$ cat src/rtl/countdown_pkg.sv
// Shared types and constants for the BCD MM:SS countdown timer.
package countdown_pkg;

   typedef enum logic [1:0] {
      ST_IDLE    = 2'd0,
      ST_RUN     = 2'd1,
      ST_PAUSED  = 2'd2,
      ST_EXPIRED = 2'd3
   } state_t;

   // Modulus of each BCD digit position.
   localparam int unsigned MIN_TENS_LIM = 10;
   localparam int unsigned MIN_ONES_LIM = 10;
   localparam int unsigned SEC_TENS_LIM = 6;
   localparam int unsigned SEC_ONES_LIM = 10;

   // Clamp one BCD digit to lim-1 when it is out of range.
   function automatic logic [3:0] sat_digit(input logic [3:0] d, input int unsigned lim);
      if ({28'd0, d} >= lim) begin
         return 4'(lim - 1);
      end
      return d;
   endfunction

   // Clamp every digit of a packed MM:SS value.
   function automatic logic [15:0] sat_bcd(input logic [15:0] v);
      return {sat_digit(v[15:12], MIN_TENS_LIM),
              sat_digit(v[11:8],  MIN_ONES_LIM),
              sat_digit(v[7:4],   SEC_TENS_LIM),
              sat_digit(v[3:0],   SEC_ONES_LIM)};
   endfunction

endpackage

$ cat src/rtl/lim_dec.sv
// One modulo-L digit decrementer with borrow in/out. Inputs above L-1 are
// treated as L-1 so a corrupted digit can never produce an out-of-range result.
module lim_dec #(
   parameter int unsigned L = 10
) (
   input  logic [$clog2(L)-1:0] a,
   input  logic                 bi,
   output logic [$clog2(L)-1:0] diff,
   output logic                 bo
);

   localparam int unsigned W = $clog2(L);
   localparam logic [W-1:0] MAX = W'(L - 1);
   localparam logic [W-1:0] ONE = W'(1);

   logic [W-1:0] a_sat;

   // Saturate the input, then subtract the incoming borrow with wrap to L-1.
   always_comb begin
      a_sat = (a > MAX) ? MAX : a;
      diff  = a_sat;
      bo    = 1'b0;
      if (bi) begin
         if (a_sat == '0) begin
            diff = MAX;
            bo   = 1'b1;
         end else begin
            diff = a_sat - ONE;
         end
      end
   end

endmodule

$ cat src/rtl/countdown_timer.sv
// BCD MM:SS countdown timer with a one-second prescaler.
// Control inputs are plain levels sampled on every rising edge; when several
// are high together the priority is clear > load > start > pause > tick.
module countdown_timer
   import countdown_pkg::*;
#(
   parameter int unsigned TICK_DIV = 100000000
) (
   input  logic        clk,
   input  logic        reset,
   input  logic        start,
   input  logic        pause,
   input  logic        load,
   input  logic        clear,
   input  logic [15:0] load_value,
   output logic [15:0] count,
   output logic        running,
   output logic        expired,
   output logic        done,
   output state_t      dbg_state
);

   localparam int unsigned PW = $clog2(TICK_DIV);
   localparam logic [PW-1:0] P_LAST = PW'(TICK_DIV - 1);
   localparam logic [PW-1:0] P_ONE  = PW'(1);

   state_t        state_q, state_d;
   logic [15:0]   count_q, count_d;
   logic [PW-1:0] presc_q, presc_d;
   logic          done_q, done_d;

   logic          tick;
   logic [3:0]    sec_ones_d;
   logic [2:0]    sec_tens_d;
   logic [3:0]    min_ones_d;
   logic [3:0]    min_tens_d;
   logic          b_so, b_st, b_mo, b_mt;
   logic [15:0]   dec_value;
   logic [15:0]   load_sat;

   assign tick     = (state_q == ST_RUN) && (presc_q == P_LAST);
   assign load_sat = sat_bcd(load_value);

   lim_dec #(.L(SEC_ONES_LIM)) u_sec_ones (
      .a(count_q[3:0]), .bi(tick), .diff(sec_ones_d), .bo(b_so)
   );
   lim_dec #(.L(SEC_TENS_LIM)) u_sec_tens (
      .a(count_q[6:4]), .bi(b_so), .diff(sec_tens_d), .bo(b_st)
   );
   lim_dec #(.L(MIN_ONES_LIM)) u_min_ones (
      .a(count_q[11:8]), .bi(b_st), .diff(min_ones_d), .bo(b_mo)
   );
   lim_dec #(.L(MIN_TENS_LIM)) u_min_tens (
      .a(count_q[15:12]), .bi(b_mo), .diff(min_tens_d), .bo(b_mt)
   );

   // A borrow out of the top digit would mean wrapping below 00:00; hold instead.
   assign dec_value = b_mt ? count_q : {min_tens_d, min_ones_d, 1'b0, sec_tens_d, sec_ones_d};

   // Next-state, next-count and prescaler decode in priority order.
   always_comb begin
      state_d = state_q;
      count_d = count_q;
      presc_d = presc_q;
      done_d  = 1'b0;
      if (clear) begin
         state_d = ST_IDLE;
         count_d = 16'h0000;
         presc_d = '0;
      end else if (load) begin
         state_d = ST_IDLE;
         count_d = load_sat;
         presc_d = '0;
      end else begin
         case (state_q)
            ST_IDLE: begin
               if (start && (count_q != 16'h0000)) begin
                  state_d = ST_RUN;
                  presc_d = '0;
               end
            end
            ST_RUN: begin
               if (pause) begin
                  state_d = ST_PAUSED;
               end else if (tick) begin
                  presc_d = '0;
                  count_d = dec_value;
                  if (dec_value == 16'h0000) begin
                     state_d = ST_EXPIRED;
                     done_d  = 1'b1;
                  end
               end else begin
                  presc_d = presc_q + P_ONE;
               end
            end
            ST_PAUSED: begin
               if (start) begin
                  state_d = ST_RUN;
               end
            end
            ST_EXPIRED: begin
               count_d = 16'h0000;
            end
            default: begin
               state_d = ST_IDLE;
            end
         endcase
      end
   end

   // State registers with synchronous active-low reset.
   always_ff @(posedge clk) begin
      if (!reset) begin
         state_q <= ST_IDLE;
         count_q <= 16'h0000;
         presc_q <= '0;
         done_q  <= 1'b0;
      end else begin
         state_q <= state_d;
         count_q <= count_d;
         presc_q <= presc_d;
         done_q  <= done_d;
      end
   end

   assign count     = count_q;
   assign running   = (state_q == ST_RUN);
   assign expired   = (state_q == ST_EXPIRED);
   assign done      = done_q;
   assign dbg_state = state_q;

endmodule

$ cat config.mk
export PLATFORM = sky130hd
export DESIGN_NAME = countdown_timer
export DESIGN_NICKNAME = d
export VERILOG_FILES = /design/src/rtl/countdown_pkg.sv /design/src/rtl/lim_dec.sv /design/src/rtl/countdown_timer.sv
export SDC_FILE = /design/constraint.sdc
export NUM_CORES = 1
export LEC_CHECK = 0
export BUFFER_PORTS_ARGS = -buffer_cell sky130_fd_sc_hd__buf_4
export CAP_MARGIN = 20
export CORE_MARGIN = 2
export CORE_UTILIZATION = 40
export DETAILED_ROUTE_END_ITERATION = 16
export PLACE_DENSITY_LB_ADDON = 0.15
export RECOVER_POWER = 100
export SLEW_MARGIN = 5
export SYNTH_ARGS = -nofsm -noshare
export SYNTH_HDL_FRONTEND = slang
export SYNTH_SLANG_ARGS = --single-unit
$ cat constraint.sdc
create_clock -name clk -period 2.9 [get_ports clk]
set_input_delay 0.29 -clock clk [delete_from_list [all_inputs] [get_ports clk]]
set_output_delay 0.29 -clock clk [all_outputs]
set_load 0.03 [all_outputs]
==> impl_metrics.tcl <==
set metrics [dict create \
    status "completed" \
    chipHeight_um 89.0 \
    postSynthCellCount 376 \
    drt_first_pass_iters 4 \
    end_kind "register" \
    postRouteAntennaNets 0 \
    gp_congestion 0.907 \
    layout_commonest_cell "buf_4" \
    wl_per_cell_um 15.0 \
    grt_first_pass_wirelength_um 13300 \
    drtIter0Drc 225 \
    path_cells "o21a_1, nor2_2, ha_2, or4bb_4, or3_4, and4_4, a211o_4, a2111oi_4, a41oi_2, nor4_2" \
    antenna_found_initial 0 \
    power.leakage_nw 1.32 \
    cts_buffers 5 \
    cp_slowest_cell "or4bb_4" \
    nets 463 \
    cp-start-kind "register" \
    maxCapViolCount 0 \
    totalWireLength_um 8000 \
    cts_tree "built" \
    root_buffer "clkbuf_8" \
    gr-total-overflow 0 \
    syn_area_um2 2890 \
    ys_seq_elements 46 \
    synth.distinct_cells 56 \
    crit_required_ns 3.12 \
    htreeDepth 2 \
    avgSynthCellArea_um2 7.69 \
    worstMarginPinSlew_ns 0.610 \
    fp.coreArea_um2 6910 \
    relSlewSlack_pct 59.3 \
    max_clock_freq_mhz 347 \
    min_period_over_period_pct 99.5 \
    cp.arrival_ns 3.11 \
    die-area_um2 7920 \
    grt_usage_pct 21.4 \
    hold_violations 0 \
    grt_setup_unrepaired "true" \
    grt_max_degree 27 \
    clk_pin_slew_ns 0.09 \
    initial_core_util_pct 41.9 \
    cp_top_family "simple AND/OR/NAND/NOR gates" \
    post-dp-hpwl_um 5930 \
    crit_type "reg -> reg" \
    slew_violations 0 \
    hold_path.class "in -> reg" \
    slowest_delay_ns 0.49 \
    grt_pass1_vias 2750 \
    fin_util_pct 52.6 \
    period_needed_ns 2.88 \
    drc_errors 0 \
    vias_per_cell 5.57 \
    vias 2973 \
    setup_violations 0 \
    ys_async_sr_fraction_pct 0 \
    skew_ns 0.00851 \
    area_growth_pct 25.7 \
    n_antenna_cell 0 \
    synth_edf_count 0 \
    path_buf_inv 0 \
    powerDensity_nw_per_um2 362 \
    io_pins 43 \
    layout-drive-gt1-share_pct 22.1 \
    io_buffers 42 \
    critPathMaxFanout 4 \
    total_power_mw 1.32 \
    ir_drop_uv 172 \
    ys_seq_area_share_pct 31.8 \
    die_w_um 89.0 \
    rows 30 \
    clock_latency_ns 0.31 \
    yosysWarnings 0 \
    synth_top_flop_cell "dfxtp_1" \
    syn-num-nets 402 \
    clock_sinks 46 \
    cts.path.max_buffers 2 \
    mostFrequentLayoutCells "buf_4 (55), nor2_1 (54), dfxtp_1 (45)" \
]
## flip-flops by register name (all words and copies together), names as in the netlist
register   cells
presc_q       27
done           1
dbg_state      2
count         16
## per-stage QoR
stage	setup TNS (ns)	setup slack [ns]	area [um^2]	hold WS, ns	instances
after floorplan	-0.0180	-0.0180	2920	0.416	376
after global placement	0	0.00543	3510	0.483	525
after detailed placement	-0.0217	-0.0217	3520	0.488	526
after CTS	0	0.0104	3640	0.228	534
after global routing	-0.100	-0.0683	3640	0.234	534
final	0	0.0157	3640	0.226	534
## routing by layer
layer,routed length (um),vias to the layer above,track usage [%]
met5,0,-,0
met4,140,0,7.60
met3,476,12,3.60
met2,3510,107,32.3
met1,3870,1390,30.8
li1,-,1464,-
## timing repair
action | CTS | global route
hold buffers | 0 | 0
pin swaps | 0 | 3
gates resized for setup | 3 | 10
endpoints found under the setup margin | 1 | 3
setup buffers | 0 | 0
gates cloned | 0 | 0
## cell usage after synthesis, types with 4 or more instances
cell type	instances	area, um^2
nor4_1	4	25.0
buf_2	4	20.0
nand2_1	31	116
ha_1	4	50.1
nor2_1	56	210
or4_1	4	30.0
a22oi_1	10	75.1
xnor2_1	11	96.3
clkbuf_1	15	56.3
xor2_1	14	123
nor3_1	14	70.1
a21oi_1	32	160
nand4_1	6	37.5
a31oi_1	4	25.0
inv_1	9	33.8
o21a_1	5	37.5
nand3_1	18	90.1
dfxtp_1	46	921
o21ai_0	13	65.1
nand2b_1	9	56.3
mux2i_1	5	50.1
nor2b_1	7	43.8
or3_1	5	31.3
## area by class of cell
type                            count  area (um^2)
Timing Repair Buffer               74          508
Clock buffer                        7         97.6
Tap cell                           96          120
Sequential cell                    46          925
Inverter                            9         33.8
Multi-Input combinational cell    301         1940
Clock inverter                      1         7.51
Fill cell                         693         3270
## worst paths after layout
path / startpoint / end / slack (ns) / cells past startpoint
max: count[2]$_SDFFE_PP0P_ / dbg_state[1]$_SDFFE_PP0P_ / 0.02 / 10
min: load_value[2] / count[2]$_SDFFE_PP0P_ / 0.23 / 3
max reg2reg: count[2]$_SDFFE_PP0P_ / dbg_state[1]$_SDFFE_PP0P_ / 0.02 / 10
min reg2reg: presc_q[1]$_SDFFE_PP0P_ / presc_q[1]$_SDFFE_PP0P_ / 0.50 / 2
## worst register-to-register path, delay by kind of cell (launching register included)
kind | cells | cell delay (ns)
flops | 1 | 0.35
fa+ha+maj | 1 | 0.21
compound gates | 4 | 0.93
simple gates | 5 | 1.32
## logic make-up (layout without fill, tap and decap cells)
kind of cell    count (synthesis)  count (layout)  share of synthesized area [%]
compound gates                 80              80                           17.5
xor+xnor                       25              25                           7.57
fa+ha+maj                       4               4                           1.73
buf+inv                        29              91                           3.94
flops                          46              46                           31.8
mux                             8               8                           2.90
simple gates                  184             184                           34.5
## power breakdown
group	switching (mW)	total [mW]	internal [mW]
Clock	0.232	0.455	0.223
Combinational	0.124	0.218	0.0945
Sequential	0.00687	0.645	0.638
No activity file was read; power rests on OpenSTA's default activity.
